File: config.mk
export PLATFORM = sky130hd
export DESIGN_NAME = rwlb_bitplane_driver
export DESIGN_NICKNAME = d
export VERILOG_FILES = /design/src/rtl/dcim_pkg.sv /design/src/rtl/rwlb_plane_sel.sv /design/src/rtl/rwlb_bitplane_driver.sv
export SDC_FILE = /design/constraint.sdc
export NUM_CORES = 1
export LEC_CHECK = 0
export ABC_AREA = 1
export CORE_MARGIN = 2
export CORE_UTILIZATION = 45
export DETAILED_ROUTE_END_ITERATION = 12
export GPL_ROUTABILITY_DRIVEN = 0
export GPL_TIMING_DRIVEN = 0
export MAX_ROUTING_LAYER = met4
export PLACE_DENSITY = 0.74
export SLEW_MARGIN = 20
export SYNTH_ARGS = -nofsm -noshare
export SYNTH_HDL_FRONTEND = slang
export SYNTH_SLANG_ARGS = --single-unit
File: constraint.sdc
create_clock -name clk -period 2.13 [get_ports clk]
set_input_delay 0.639 -clock clk [delete_from_list [all_inputs] [get_ports clk]]
set_output_delay 0.639 -clock clk [all_outputs]
set_load 0.05 [all_outputs]
File: src/rtl/dcim_pkg.sv
// Shared definitions for the DCIM word-line drivers.
// Contents: default array geometry, the driver FSM state type, and the
// precision clamp used when a vector is accepted.
package dcim_pkg;

  localparam int unsigned ACT_BITS_DEF = 8;
  localparam int unsigned NUM_IN_DEF   = 8;

  typedef enum logic {
    IDLE,
    STREAM
  } state_e;

  // A requested precision of 0, or one above the datapath maximum, means "full precision".
  function automatic logic [3:0] clamp_prec(input logic [3:0] prec, input logic [3:0] max_prec);
    return ((prec == 4'd0) || (prec > max_prec)) ? max_prec : prec;
  endfunction

endpackage

File: src/rtl/rwlb_plane_sel.sv
// Bit-plane selector for the read-word-line bus.
// Picks bit[plane_idx] of every lane in both rows and drives it active-low.
// When en=0 every line is held at 1 (idle, no word line asserted).
// Ports:
//   act_row0/act_row1  in   NUM_IN*ACT_BITS  packed lanes, lane i = [i*ACT_BITS +: ACT_BITS]
//   plane_idx          in   IDX_W            bit position to select
//   en                 in   1                a plane is being presented
//   rwlb_row0/row1     out  NUM_IN           active-low word lines
module rwlb_plane_sel #(
  parameter int unsigned ACT_BITS = 8,
  parameter int unsigned NUM_IN   = 8,
  parameter int unsigned IDX_W    = 3
) (
  input  logic [NUM_IN*ACT_BITS-1:0] act_row0,
  input  logic [NUM_IN*ACT_BITS-1:0] act_row1,
  input  logic [IDX_W-1:0]           plane_idx,
  input  logic                       en,
  output logic [NUM_IN-1:0]          rwlb_row0,
  output logic [NUM_IN-1:0]          rwlb_row1
);

  logic [ACT_BITS-1:0] lane0;
  logic [ACT_BITS-1:0] lane1;

  always_comb begin
    rwlb_row0 = '1;
    rwlb_row1 = '1;
    lane0     = '0;
    lane1     = '0;
    for (int i = 0; i < int'(NUM_IN); i++) begin
      lane0        = act_row0[i*ACT_BITS +: ACT_BITS];
      lane1        = act_row1[i*ACT_BITS +: ACT_BITS];
      rwlb_row0[i] = en ? ~lane0[plane_idx] : 1'b1;
      rwlb_row1[i] = en ? ~lane1[plane_idx] : 1'b1;
    end
  end

endmodule

File: src/rtl/rwlb_bitplane_driver.sv
// Transmit side of the local MAC word-line interface.
// Accepts one 2-row activation vector per transaction and serialises it LSB-first into
// active-low bit-planes with sus/plane framing for the downstream shift-accumulator.
// Optional feature macro RWLB_DOUBLE_BUF_EN: adds a shadow vector register so the next
// vector is accepted while streaming and planes run back-to-back with no idle cycle.
// Ports:
//   clk, rst_n             clock, synchronous active-low reset
//   in_valid/in_ready      vector handshake
//   act_row0/act_row1      packed activations, lane i = [i*ACT_BITS +: ACT_BITS]
//   in_sus                 1 = two's-complement (MSB plane is the sign plane)
//   in_prec                planes to emit, 0 or >ACT_BITS means ACT_BITS
//   plane_valid/ready      plane handshake
//   rwlb_row0/rwlb_row1    active-low word lines, all 1s when no plane is valid
//   sus, plane_idx         framing of the current plane
//   plane_first/last       plane_idx==0 / plane_idx==prec-1
module rwlb_bitplane_driver
  import dcim_pkg::*;
#(
  parameter int unsigned ACT_BITS = ACT_BITS_DEF,
  parameter int unsigned NUM_IN   = NUM_IN_DEF,
  parameter int unsigned IDX_W    = $clog2(ACT_BITS)
) (
  input  logic                       clk,
  input  logic                       rst_n,
  input  logic                       in_valid,
  output logic                       in_ready,
  input  logic [NUM_IN*ACT_BITS-1:0] act_row0,
  input  logic [NUM_IN*ACT_BITS-1:0] act_row1,
  input  logic                       in_sus,
  input  logic [3:0]                 in_prec,
  input  logic                       plane_ready,
  output logic                       plane_valid,
  output logic [NUM_IN-1:0]          rwlb_row0,
  output logic [NUM_IN-1:0]          rwlb_row1,
  output logic                       sus,
  output logic [IDX_W-1:0]           plane_idx,
  output logic                       plane_first,
  output logic                       plane_last
);

  localparam int unsigned VecW = NUM_IN * ACT_BITS;

  state_e            state_q;
  logic [VecW-1:0]   act0_q, act1_q;
  logic              sus_q;
  logic [3:0]        prec_q;
  logic [IDX_W-1:0]  idx_q;
  logic              rdy_en_q;  // keeps in_ready low through reset and for the release edge

  logic              accept;
  logic              plane_fire;
  logic [3:0]        prec_clamped;

`ifdef RWLB_DOUBLE_BUF_EN
  logic [VecW-1:0]   shd0_q, shd1_q;
  logic              shd_sus_q;
  logic [3:0]        shd_prec_q;
  logic              shd_valid_q;

  assign in_ready = rdy_en_q & ~shd_valid_q;
`else
  assign in_ready = rdy_en_q & (state_q == IDLE);
`endif

  assign accept       = in_valid & in_ready;
  assign plane_valid  = (state_q == STREAM);
  assign plane_fire   = plane_valid & plane_ready;
  assign prec_clamped = clamp_prec(in_prec, 4'(ACT_BITS));

  assign sus          = sus_q;
  assign plane_idx    = idx_q;
  assign plane_first  = plane_valid & (idx_q == '0);
  assign plane_last   = plane_valid & (4'(idx_q) == (prec_q - 4'd1));

  always_ff @(posedge clk) begin
    if (!rst_n) begin
      state_q  <= IDLE;
      act0_q   <= '0;
      act1_q   <= '0;
      sus_q    <= 1'b0;
      prec_q   <= '0;
      idx_q    <= '0;
      rdy_en_q <= 1'b0;
`ifdef RWLB_DOUBLE_BUF_EN
      shd0_q      <= '0;
      shd1_q      <= '0;
      shd_sus_q   <= 1'b0;
      shd_prec_q  <= '0;
      shd_valid_q <= 1'b0;
`endif
    end else begin
      rdy_en_q <= 1'b1;
      unique case (state_q)
        IDLE: begin
          if (accept) begin
            act0_q  <= act_row0;
            act1_q  <= act_row1;
            sus_q   <= in_sus;
            prec_q  <= prec_clamped;
            idx_q   <= '0;
            state_q <= STREAM;
          end
        end
        STREAM: begin
          if (plane_fire) begin
            if (plane_last) begin
              idx_q <= '0;
`ifdef RWLB_DOUBLE_BUF_EN
              // Shadow is empty whenever accept is high, so the incoming vector bypasses it.
              if (accept) begin
                act0_q <= act_row0;
                act1_q <= act_row1;
                sus_q  <= in_sus;
                prec_q <= prec_clamped;
              end else if (shd_valid_q) begin
                act0_q      <= shd0_q;
                act1_q      <= shd1_q;
                sus_q       <= shd_sus_q;
                prec_q      <= shd_prec_q;
                shd_valid_q <= 1'b0;
              end else begin
                state_q <= IDLE;
              end
`else
              state_q <= IDLE;
`endif
            end else begin
              idx_q <= idx_q + IDX_W'(1);
            end
          end
`ifdef RWLB_DOUBLE_BUF_EN
          if (accept && !(plane_fire && plane_last)) begin
            shd0_q      <= act_row0;
            shd1_q      <= act_row1;
            shd_sus_q   <= in_sus;
            shd_prec_q  <= prec_clamped;
            shd_valid_q <= 1'b1;
          end
`endif
        end
        default: state_q <= IDLE;
      endcase
    end
  end

  rwlb_plane_sel #(
    .ACT_BITS (ACT_BITS),
    .NUM_IN   (NUM_IN),
    .IDX_W    (IDX_W)
  ) u_plane_sel (
    .act_row0  (act0_q),
    .act_row1  (act1_q),
    .plane_idx (idx_q),
    .en        (plane_valid),
    .rwlb_row0 (rwlb_row0),
    .rwlb_row1 (rwlb_row1)
  );

endmodule

==> summary.md, run 1 <==
| Metric | Value |
|---|---|
| Cell area after layout | `0.00925 mm^2` |
| Final TNS setup | `-5.68 ns` |
| Mean Syn Cell Area | `7.03 um^2` |
| Number of synthesized flops with an enable pin | `0` |
| Worst Path Class, Setup | `reg2out` |
| Die Span X | `122 um` |
| Largest net degree at the start of global routing | `17` |
| Htree depth | `4` |
| Pwr/cell area | `727 mW/mm^2` |
| Initial DRC Count | `around 780` |
| Hold Crit Class | `reg2reg` |
| Ys flop type | `dfxtp_1` |
| Die Height | `122 um` |
| Die ar. | `0.0149 mm^2` |
| Synthesis-stage register bit count | `approximately 140` |
| CP arrival | `1.88 ns` |
| Peak supply drop | `549 uV` |
| Post-synthesis net count | `between 1k and 1.5k` |
| Antenna violations before repair | `0` |
| GRT Util Overall | `30.6%` |
| Final Hold Viols | `0` |
| Most common cell in the netlist | `a21oi_1` |
| Worst setup EP type | `output pin` |
| Final Max Slew Viols | `0` |
| Critical path fanouts, max | `10` |
| Initial Util | `45.7%` |
| CTS Root Cell | `clkbuf_16` |
| Worst path cell trace | `inv_8, buf_8, buf_12, o21ai_2, nand2_1, nand2_1, a21oi_2, inv_1, buf_6` |
| Failing checks | `setup timing` |
| Yosys warns | `0` |
| Longest Clk Path Bufs | `2` |
| Mapped Area | `~0.0063 mm^2` |
| Startpoint Class | `flip-flop` |
| Final WL | `21.9 mm` |
| Critical path required time | `1.49 ns` |
| Core Rows | `43` |
| Sequential-to-total area share from yosys stat | `44.1%` |
| Max_cap viols | `0` |
| Ys async rst share | `0%` |
| Final setup fails | `18` |
| Number of buffers added on ports | `160` |
| Placed Cells incl. Taps | `between 1k and 1.5k` |
| CTS tree | `done` |
| Yosys top cell area share | `44.1%` |
| Synth area leaders | `dfxtp_1, a21oi_1, nand2_1` |
| Fin crit share | `118%` |
| 1st-pass router iterations | `6` |
| RSZ-0062 raised after global routing | `yes` |
| LEAKAGE | `3.58 nW` |
| Worst Max-Slew Pin Slew | `between 0.5 and 0.6 ns` |
| Post-synth top cells | `a21oi_1, nand2_1, dfxtp_1, inv_1, o21ai_1` |
| CP peak stage delay | `0.38 ns` |
| Number of global-route vias before repair | `6556` |
| Fin worst setup slack | `-0.384 ns` |
| Vias | `6791` |
| Vias per cell | `approximately 5.3` |
| Status | `finished with violations` |
| Placed Area | `between 0.008 and 0.009 mm^2` |
| Ant diodes | `0` |
| Post-route insts no fill | `1275` |
| Clock sinks | `138` |
| Total congestion overflow | `0` |
| Layout area overhead | `47.7%` |
| Number of remaining DRC errors | `0` |
| I/O Pins | `around 160` |
| Total core area | `~0.014 mm^2` |
| Peak Freq | `398 MHz` |
| First-pass GRT wire length | `between 30 and 40 mm` |
| Most common cell on crit path | `nand2_1` |
| Yosys top cell by area | `dfxtp_1` |
| Final min period | `2.51 ns` |
| Yosys cell types | `23` |
| Final HPWL from detailed placement | `14.3 mm` |
| Per-cell routed wire length | `17.2 um` |
| Share of layout cells above drive strength 1 | `between 10% and 20%` |
| Final net count | `around 1.2k` |
| Final ANT Viol Nets | `0` |
| Final Skew | `0.00391 ns` |
| Clk slew on worst S/H paths | `0.06 ns` |
| Slew headroom | `between 60 and 70%` |
| Clock latency on the worst-skew pair | `0.43 ns` |
| Mapped Cells | `about 890` |
| Cts bufs inserted | `17` |
| Slowest CP cell | `dfxtp_4` |
[final cells by class]
| type | instances | area, um^2 |
|---|---|---|
| fill | 1173 | 4470 |
| clock buffer | 24 | 492 |
| timing repair buffer | 172 | 1760 |
| inverter | 98 | 384 |
| buffer | 68 | 658 |
| tap | 180 | 225 |
| sequential | 138 | 2770 |
| clock inverter | 8 | 67.6 |
| multi-input combinational | 587 | 2900 |
[report_power, final]
part	internal, mW	switching, mW	total [mW]
Clock	1.71	1.10	2.81
Sequential	2.73	0.0636	2.80
Combinational	0.523	0.591	1.11
Total	4.97	1.75	6.73
[timing repair]
action	CTS	global route
gates cloned	3	0
pin swaps	21	10
resized for setup	252	25
hold buffers	0	0
setup buffers	9	0
endpoints found under the setup margin	24	20
[cells in the final DEF (no fill, tap or decap), types with 2 or more instances in the layout]
cell	Yosys	routed
a21oi_1	219	181
a21oi_2	0	37
buf_12	0	6
buf_16	0	2
buf_2	24	11
buf_4	9	17
buf_6	14	31
buf_8	0	10
clkbuf_1	19	16
clkbuf_16	0	18
clkbuf_2	1	3
clkbuf_8	0	9
clkdlybuf4s50_1	0	136
clkinv_1	3	2
clkinv_2	0	7
dfxtp_1	138	133
dfxtp_2	0	4
dlygate4sd2_1	0	4
ha_1	3	2
inv_1	91	80
inv_2	4	13
inv_8	0	2
nand2_1	213	212
nand3_1	5	5
nor2_1	9	8
o21ai_0	52	40
o21ai_1	80	87
o21ai_2	0	5
[worst paths after layout]
path | from | endpoint | slack, ns | cells past startpoint
max | plane_idx[0] | rwlb_row1[7] | -0.38 | 9
min | act1_q[10] | act1_q[10] | 0.45 | 2
max reg2reg | plane_idx[0] | plane_idx[1] | 0.50 | 11
min reg2reg | act1_q[10] | act1_q[10] | 0.45 | 2
[critical path: cells and delay by family (launching register included)]
kind / cells / cell delay, ns
and+or+nand+nor: 2 / 0.17
DFF: 1 / 0.38
AOI/OAI and AO/OA: 2 / 0.25
buffers and inverters: 5 / 0.64
[state kept, by name, summed over array words and instances (netlist names)]
register and count:
sus 1, plane_idx 3, act0_q 64, rdy_en_q 1, prec_q 4, act1_q 64
plane_valid 1
[routing by layer]
metal | global-route usage, % | share of wire (%) | vias to the layer above
li1 | - | - | 3299
met1 | 38.3 | 41 | 3052
met2 | 47.3 | 45 | 369
met3 | 6.27 | 10 | 71
met4 | 14.5 | 3.7 | 0
met5 | - | 0 | -
[cell families after synthesis]
group / count (synthesis) / synth area share, %
buffers and inverters: 166 / 12.7
DFF: 138 / 44.1
AOI/OAI and AO/OA: 354 / 28.5
and+or+nand+nor: 230 / 14.2
adders and majority gates: 3 / 0.599
[through the flow]
step | hold WS [ns] | total power [mW] | util (%) | worst slack, ns
after floorplan | 0.429 | 3.37 | - | 0.000808
after global placement | 0.441 | 3.83 | 59.0 | -0.840
after detailed placement | 0.444 | 3.84 | 59.0 | -0.845
after CTS | 0.453 | 6.69 | 67.0 | -0.333
after global routing | 0.468 | 6.92 | 67.5 | -0.446
final | 0.454 | 6.73 | 67.5 | -0.384
Note: power is estimated with default switching activity, not from simulation.
==> run 2: changes to the inputs <==
--- a/config.mk
+++ b/config.mk
@@ -6,6 +6,7 @@
 export NUM_CORES = 1
 export LEC_CHECK = 0
 export ABC_AREA = 1
+export CORE_ASPECT_RATIO = 1.1
 export CORE_MARGIN = 2
 export CORE_UTILIZATION = 45
 export DETAILED_ROUTE_END_ITERATION = 12
==> summary.md, run 2 (synthesis results as in run 1) <==
| Metric | Value |
|---|---|
| Top delay family on crit path | `buffers and inverters` |
| Longest Clk Path Bufs | `2 (unchanged)` |
| Htree depth | `4 (unchanged)` |
| Pwr/cell area | `782 mW/mm^2 (+7.5%)` |
| Peak supply drop | `440 uV (-20%)` |
| Hold Path Sink | `act0_q[14]` |
| Number of global-route vias before repair | `6673 (+1.8%)` |
| Crit path from | `plane_idx[1]` |
| First-pass GRT wire length | `34.2 mm (+2.7%)` |
| Worst setup EP type | `output pin` |
| Final Hold Viols | `0 (unchanged)` |
| CTS Root Cell | `clkbuf_16` |
| Vias | `6926 (+2.0%)` |
| Critical path buffers and inverters | `5 (unchanged)` |
| Critical path required time | `1.49 ns (about the same)` |
| Number of remaining DRC errors | `0 (unchanged)` |
| Peak Freq | `392 MHz (-1.4%)` |
| R2R Setup Slk | `0.38 ns (-0.12 ns)` |
| Initial Util | `45.8% (+0.13 points)` |
| Status | `finished with violations` |
| Largest regs | `act0_q: 64 flops, act1_q: 64 flops, prec_q: 4 flops` |
| Final Skew | `0.00759 ns (+0.00368 ns)` |
| Most frequent cells in the layout | `nand2_1, a21oi_1, clkdlybuf4s50_1, dfxtp_1, o21ai_1` |
| Commonest non-fill, non-tap cell in the layout | `nand2_1` |
| Worst path cell trace | `buf_8, inv_8, buf_8, a21oi_2, o21ai_1, nand2_1, nand2_1, a21oi_2, inv_1, buf_6` |
| LEAKAGE | `3.63 nW (+1.2%)` |
| Final setup fails | `18 (unchanged)` |
| Reg2reg end | `plane_idx[2]` |
| Core Rows | `45 (+4.7%)` |
| Final TNS setup | `-6.34 ns (-0.664 ns)` |
| Hold depth | `2 (unchanged)` |
| Final net count | `1223 (+0.082%)` |
| Vias per cell | `5.40 (+1.4%)` |
| Fin worst setup slack | `-0.420 ns (-0.0357 ns)` |
| 1st-pass router iterations | `5 (-1)` |
| Cts bufs inserted | `17 (unchanged)` |
| Clock latency on the worst-skew pair | `0.43 ns (about the same)` |
| Largest net degree at the start of global routing | `17 (unchanged)` |
| Final ANT Viol Nets | `0 (unchanged)` |
| Final Max Slew Viols | `0 (unchanged)` |
| Final HPWL from detailed placement | `14.5 mm (+1.5%)` |
| Startpoint Class | `flip-flop` |
| CP peak stage delay | `0.36 ns (-0.02 ns)` |
| Total congestion overflow | `0 (unchanged)` |
| Hold Worst Slack | `0.452 ns (-0.00166 ns)` |
| Worst Path Class, Setup | `reg2out` |
| CP arrival | `1.91 ns (+0.03 ns)` |
| Critical path fanouts, max | `7 (-3)` |
| Number of buffers added on ports | `160 (unchanged)` |
| Clk slew on worst S/H paths | `0.06 ns (about the same)` |
| R2R depth | `11 (unchanged)` |
| Max_cap viols | `0 (unchanged)` |
| Share of layout cells above drive strength 1 | `17.4% (+0.37 points)` |
| RSZ-0062 raised after global routing | `yes` |
| Final WL | `22.9 mm (+4.7%)` |
| Slew headroom | `63.1% (+0.14 points)` |
| Dpl ws | `-0.848 ns (-0.00235 ns)` |
| CTS tree | `done` |
| Per-cell routed wire length | `17.9 um (+4.1%)` |
| Total core area | `0.0137 mm^2 (-0.27%)` |
| Final min period | `2.55 ns (+0.0357 ns)` |
| I/O Pins | `161 (unchanged)` |
| Worst Max-Slew Pin Slew | `0.553 ns (-0.00210 ns)` |
| Hold Crit Start | `act0_q[14]` |
| Fin crit share | `120% (+1.7 points)` |
| Initial DRC Count | `602 (-23%)` |
| Ant diodes | `0 (unchanged)` |
| Die Span X | `117 um (-4.5%)` |
| Worst R2R Start | `plane_idx[1]` |
| Slowest CP cell | `dfxtp_2` |
| Die Height | `128 um (+4.7%)` |
| Clock sinks | `138 (unchanged)` |
| Failing checks | `setup timing` |
| GRT Util Overall | `31.6% (+0.94 points)` |
| Antenna violations before repair | `0 (unchanged)` |
| Hold Crit Class | `reg2reg` |
| Die ar. | `0.0149 mm^2 (about the same)` |
| Layout area overhead | `49.0%` |
[run 2: per-layer routing]
metal  routed length [um]  global-route usage [%]
met1                 8730                    36.8
met2                10800                    51.0
met3                 2080                    6.57
met4                 1250                    16.5
met5                    0                       -
[run 2: timing repair]
action,4_1_cts,5_1_grt
endpoints found under the setup margin,24,20
buffers inserted,9,1
pin swaps,20,17
gates resized for setup,236,41
hold buffers,0,0
gates cloned,3,0
[run 2: worst max path at each step]
stage                    to  cells after the start  slack (ns)
6_report       rwlb_row1[4]                     10       -0.42
5_1_grt          plane_last                     10       -0.48
4_1_cts        rwlb_row1[0]                      9       -0.35
3_5_place_dp   rwlb_row1[4]                      9       -0.85
3_3_place_gp   rwlb_row1[4]                      9       -0.88
2_1_floorplan  rwlb_row1[4]                      8      0.0008
[run 2: where the power goes]
group          switching (mW)  internal (mW)
Sequential             0.0620           2.73
Combinational           0.608          0.523
Clock                    1.16           2.21
Total                    1.83           5.47
[run 2: cell type report]
type / count / area (um^2)
Inverter: 98 / 389
Sequential cell: 138 / 2770
Clock buffer: 18 / 439
Multi-Input combinational cell: 587 / 2880
Timing Repair Buffer: 173 / 1760
Buffer: 68 / 633
Tap cell: 188 / 235
Fill cell: 1120 / 4350
Clock inverter: 13 / 224
[run 2: worst reg2reg max path: stages (launching register included)]
cell and delay, ns:
dfxtp_2 0.34, buf_8 0.14, buf_4 0.16, nand2_1 0.09
inv_1 0.08, nor2_2 0.15, nand2_1 0.09, nor2_2 0.14
nand2_2 0.09, buf_4 0.16, nand3_1 0.08, a21oi_1 0.09
[run 2: through the flow]
step | std cells | util, % | area, um^2 | total power [mW]
after floorplan | 891 | - | 6270 | 3.37
after global placement | 1239 | 59.3 | 8110 | 3.83
after detailed placement | 1239 | 59.3 | 8110 | 3.84
after CTS | 1282 | 67.6 | 9240 | 7.23
after global routing | 1283 | 68.2 | 9340 | 7.49
final | 1283 | 68.2 | 9340 | 7.30
==> run 3: changes to the inputs <==
--- a/config.mk
+++ b/config.mk
@@ -13,8 +13,9 @@
 export GPL_ROUTABILITY_DRIVEN = 0
 export GPL_TIMING_DRIVEN = 0
 export MAX_ROUTING_LAYER = met4
-export PLACE_DENSITY = 0.74
+export PLACE_DENSITY = 0.73
 export SLEW_MARGIN = 20
 export SYNTH_ARGS = -nofsm -noshare
 export SYNTH_HDL_FRONTEND = slang
+export SYNTH_HIERARCHICAL = 1
 export SYNTH_SLANG_ARGS = --single-unit
==> summary.md, run 3 <==
| Metric | Value |
|---|---|
| Worst setup EP type | `output pin` |
| DR WL met3 | `1.83 mm (-12%)` |
| Hold-fix buffers, CTS | `0 (unchanged)` |
| Number of synthesized flops with an enable pin | `0 (unchanged)` |
| Startpoint Class | `flip-flop` |
| Total core area | `0.0149 mm^2 (+8.7%)` |
| Final setup fails | `17 (-1)` |
| Dpl ws | `-0.843 ns (+0.00441 ns)` |
| Clk slew on worst S/H paths | `0.05 ns (about the same)` |
| LEAKAGE | `4.03 nW (+11%)` |
| Post-Synth XOR/XNOR Area | `0.129% (+0.13 points)` |
| Ant diodes | `0 (unchanged)` |
| Ys async rst share | `0% (unchanged)` |
| Vias per cell | `5.12 (-5.2%)` |
| Switch Pwr | `1.68 mW (-8.4%)` |
| I/O Pins | `161 (unchanged)` |
| Peak supply drop | `604 uV (+37%)` |
| Number of remaining DRC errors | `0 (unchanged)` |
| Die Height | `133 um (+3.8%)` |
| Cell area after layout | `0.00999 mm^2 (+7.0%)` |
| Largest net degree at the start of global routing | `17 (unchanged)` |
| Pwr/cell area | `650 mW/mm^2 (-17%)` |
| GRT Util Overall | `28.5% (-3.1 points)` |
| RSZ-0062 raised after global routing | `yes` |
| Yosys top cell by area | `dfxtp_1` |
| Mean Syn Cell Area | `6.64 um^2 (-5.6%)` |
| Status | `finished with violations` |
| Clock latency on the worst-skew pair | `0.41 ns (-0.02 ns)` |
| Ys flop type | `dfxtp_1` |
| Synthesis-stage register bit count | `138 (unchanged)` |
| 1st-pass router iterations | `6 (+1)` |
| Clk pwr share | `40.3% (-5.9 points)` |
| Die ar. | `0.0160 mm^2 (+7.8%)` |
| Placed Area | `0.00862 mm^2 (+6.3%)` |
| Total congestion overflow | `0 (unchanged)` |
| Final cell utilization of the core | `67.2% (-1.1 points)` |
| Layout area overhead | `47.6%` |
| Fin crit share | `112% (-8.1 points)` |
| Final HPWL from detailed placement | `14.3 mm (-1.4%)` |
| Logic gate share of total power | `17.0% (+1.5 points)` |
| Per-cell routed wire length | `16.0 um (-10%)` |
| Mux contribution to synthesized area | `0% (unchanged)` |
| Share of layout cells above drive strength 1 | `19.3% (+1.9 points)` |
| Final Skew | `0.00317 ns (-0.00442 ns)` |
| Largest family of logic cells by synthesized area | `simple AND/OR/NAND/NOR gates` |
| First-pass GRT wire length | `34.3 mm (+0.46%)` |
| Sequential share of power | `42.7% (+4.4 points)` |
| Length of routed wiring on met1 | `9.20 mm (+5.4%)` |
| Detail Route met2 WL | `11.0 mm (+1.2%)` |
| Total power | `6.49 mW (-11%)` |
| Final ANT Viol Nets | `0 (unchanged)` |
| Final net count | `1369 (+12%)` |
| Critical path required time | `1.49 ns (about the same)` |
| Synthesized-area fraction occupied by and/or/nand/nor cells | `33.2% (+19 points)` |
| Number of buffers added on ports | `160 (unchanged)` |
| Synth area leaders | `dfxtp_1, nand2_1, a21oi_1` |
| Failing checks | `setup timing` |
| Sequential-to-total area share from yosys stat | `40.8% (-3.3 points)` |
| Yosys warns | `6 (+6)` |
| Core Rows | `47 (+4.4%)` |
| Final TNS setup | `-3.20 ns (+3.14 ns)` |
| Largest regs | `act0_q: 64 flops, act1_q: 64 flops, prec_q: 4 flops` |
| Peak Freq | `421 MHz (+7.3%)` |
| Adder-cell share of the synthesized area | `0.555% (-0.045 points)` |
| Number of global-route vias before repair | `6876 (+3.0%)` |
| Yosys top cell area share | `40.8% (-3.3 points)` |
| Synth Area in Compound Gates | `12.2% (-16 points)` |
| Commonest non-fill, non-tap cell in the layout | `nand2_1` |
| Longest Clk Path Bufs | `2 (unchanged)` |
| Initial DRC Count | `620 (+3.0%)` |
| Die Span X | `121 um (+3.8%)` |
| Post-synthesis net count | `1160 (+13%)` |
| Worst Max-Slew Pin Slew | `0.678 ns (+0.125 ns)` |
| Critical path fanouts, max | `10 (+3)` |
| CP arrival | `1.74 ns (-0.17 ns)` |
| Final Hold Viols | `0 (unchanged)` |
| Final WL | `23.0 mm (+0.36%)` |
| Fin worst setup slack | `-0.247 ns (+0.173 ns)` |
| Initial Util | `45.5% (-0.30 points)` |
| Slowest CP cell | `dfxtp_4` |
| Htree depth | `4 (unchanged)` |
| Final min period | `2.38 ns (-0.173 ns)` |
| Cts bufs inserted | `17 (unchanged)` |
| Mapped Cells | `1020 (+14%)` |
| CTS tree | `done` |
| Max_cap viols | `0 (unchanged)` |
| Switch share | `25.8% (+0.75 points)` |
| Most common cell in the netlist | `nand2_1` |
| Vias | `7346 (+6.1%)` |
| CP peak stage delay | `0.41 ns (+0.05 ns)` |
| CTS Root Cell | `clkbuf_16` |
| Yosys cell types | `25 (+8.7%)` |
| Clock sinks | `138 (unchanged)` |
| Most frequent cells in the layout | `nand2_1, clkdlybuf4s50_1, dfxtp_1, inv_1, a21oi_1` |
| Antenna violations before repair | `0 (unchanged)` |
| Slew headroom | `54.8% (-8.3 points)` |
| Uppermost routed layer | `met4` |
| Mapped Area | `0.00677 mm^2 (+8.0%)` |
| Worst Path Class, Setup | `reg2out` |
| Post-synth top cells | `nand2_1, dfxtp_1, inv_1, a21oi_1, nand3_1` |
| Hold Crit Class | `reg2reg` |
| Worst path cell trace | `buf_12, buf_12, nand2_1, nand3_1, nand3_1, nand3_2, buf_6` |
| Int Pwr | `4.81 mW (-12%)` |
| Final Max Slew Viols | `0 (unchanged)` |
==> run 3: cell types whose count changed in the layout (fill, tap and decap cells not counted), sizes merged, moves of 3 or more <==
cell	delta
nand2	+225
o21ai	-130
nand3	+97
buf	+18
a21oi	-83
clkbuf	+5
bufinv	-6
inv	+20
clkinv	-3
==> run 3: power by group through the flow <==
stage | Clock (mW) | Sequential (mW) | Combinational, mW
4_1_cts | 2.63 | 2.77 | 1.04
5_1_grt | 2.75 | 2.79 | 1.19
3_3_place_gp | 0 | 2.82 | 0.967
6_report | 2.61 | 2.77 | 1.10
2_1_floorplan | 0 | 2.82 | 0.531
3_5_place_dp | 0 | 2.83 | 0.979
==> run 3: logic make-up (layout without fill, tap and decap cells) <==
kind of cell,after synthesis,count (layout)
XOR/XNOR,1,1
AO/OA/AOI/OAI,141,141
flip-flops,138,138
AND/OR/NAND/NOR,552,552
adder cells (fa/ha/maj),3,3
buffers and inverters,185,404
==> run 3: per-layer routing <==
layer / track usage, % / vias to the layer above
met5: - / -
met4: 12.9 / 0
met3: 4.87 / 85
met2: 46.3 / 357
met1: 34.4 / 3319
li1: - / 3585
==> run 3: final timing paths <==
kind | start | endpoint | slack, ns | cells past startpoint
worst max-delay path | plane_idx[0] | rwlb_row1[4] | -0.25 | 7
worst min-delay path | act1_q[33] | act1_q[33] | 0.46 | 2
worst min register to register | act1_q[33] | act1_q[33] | 0.46 | 2
worst max register to register | prec_q[0] | plane_idx[1] | 0.15 | 14
==> run 3: worst max-delay path, delay by kind of cell, from the launching register on <==
| family | cells | cell delay [ns] |
|---|---|---|
| DFF | 1 | 0.41 |
| buffers and inverters | 3 | 0.50 |
| and+or+nand+nor | 4 | 0.40 |
==> run 3: stage by stage <==
step	cells	hold slack, ns
2_1_floorplan	1020	0.444
3_3_place_gp	1376	0.452
3_5_place_dp	1376	0.456
4_1_cts	1428	0.464
5_1_grt	1435	0.475
6_report	1435	0.462
==> run 3: final cells by class <==
| class | instances | area [um^2] |
|---|---|---|
| clock buffers | 26 | 499 |
| fillers | 1264 | 4890 |
| clock inverters | 3 | 15.0 |
| plain buffers | 68 | 671 |
| inverters | 117 | 459 |
| multi-input cells | 697 | 3380 |
| well taps | 196 | 245 |
| flip-flops and latches | 138 | 2780 |
| repair buffers | 190 | 1950 |
==> run 3: repair_timing <==
item                       in CTS  in global routing
gates cloned                    1                  3
setup endpoints to repair      24                 40
setup buffers                  22                  8
pin swaps                       9                  7
resized for setup             222                 59
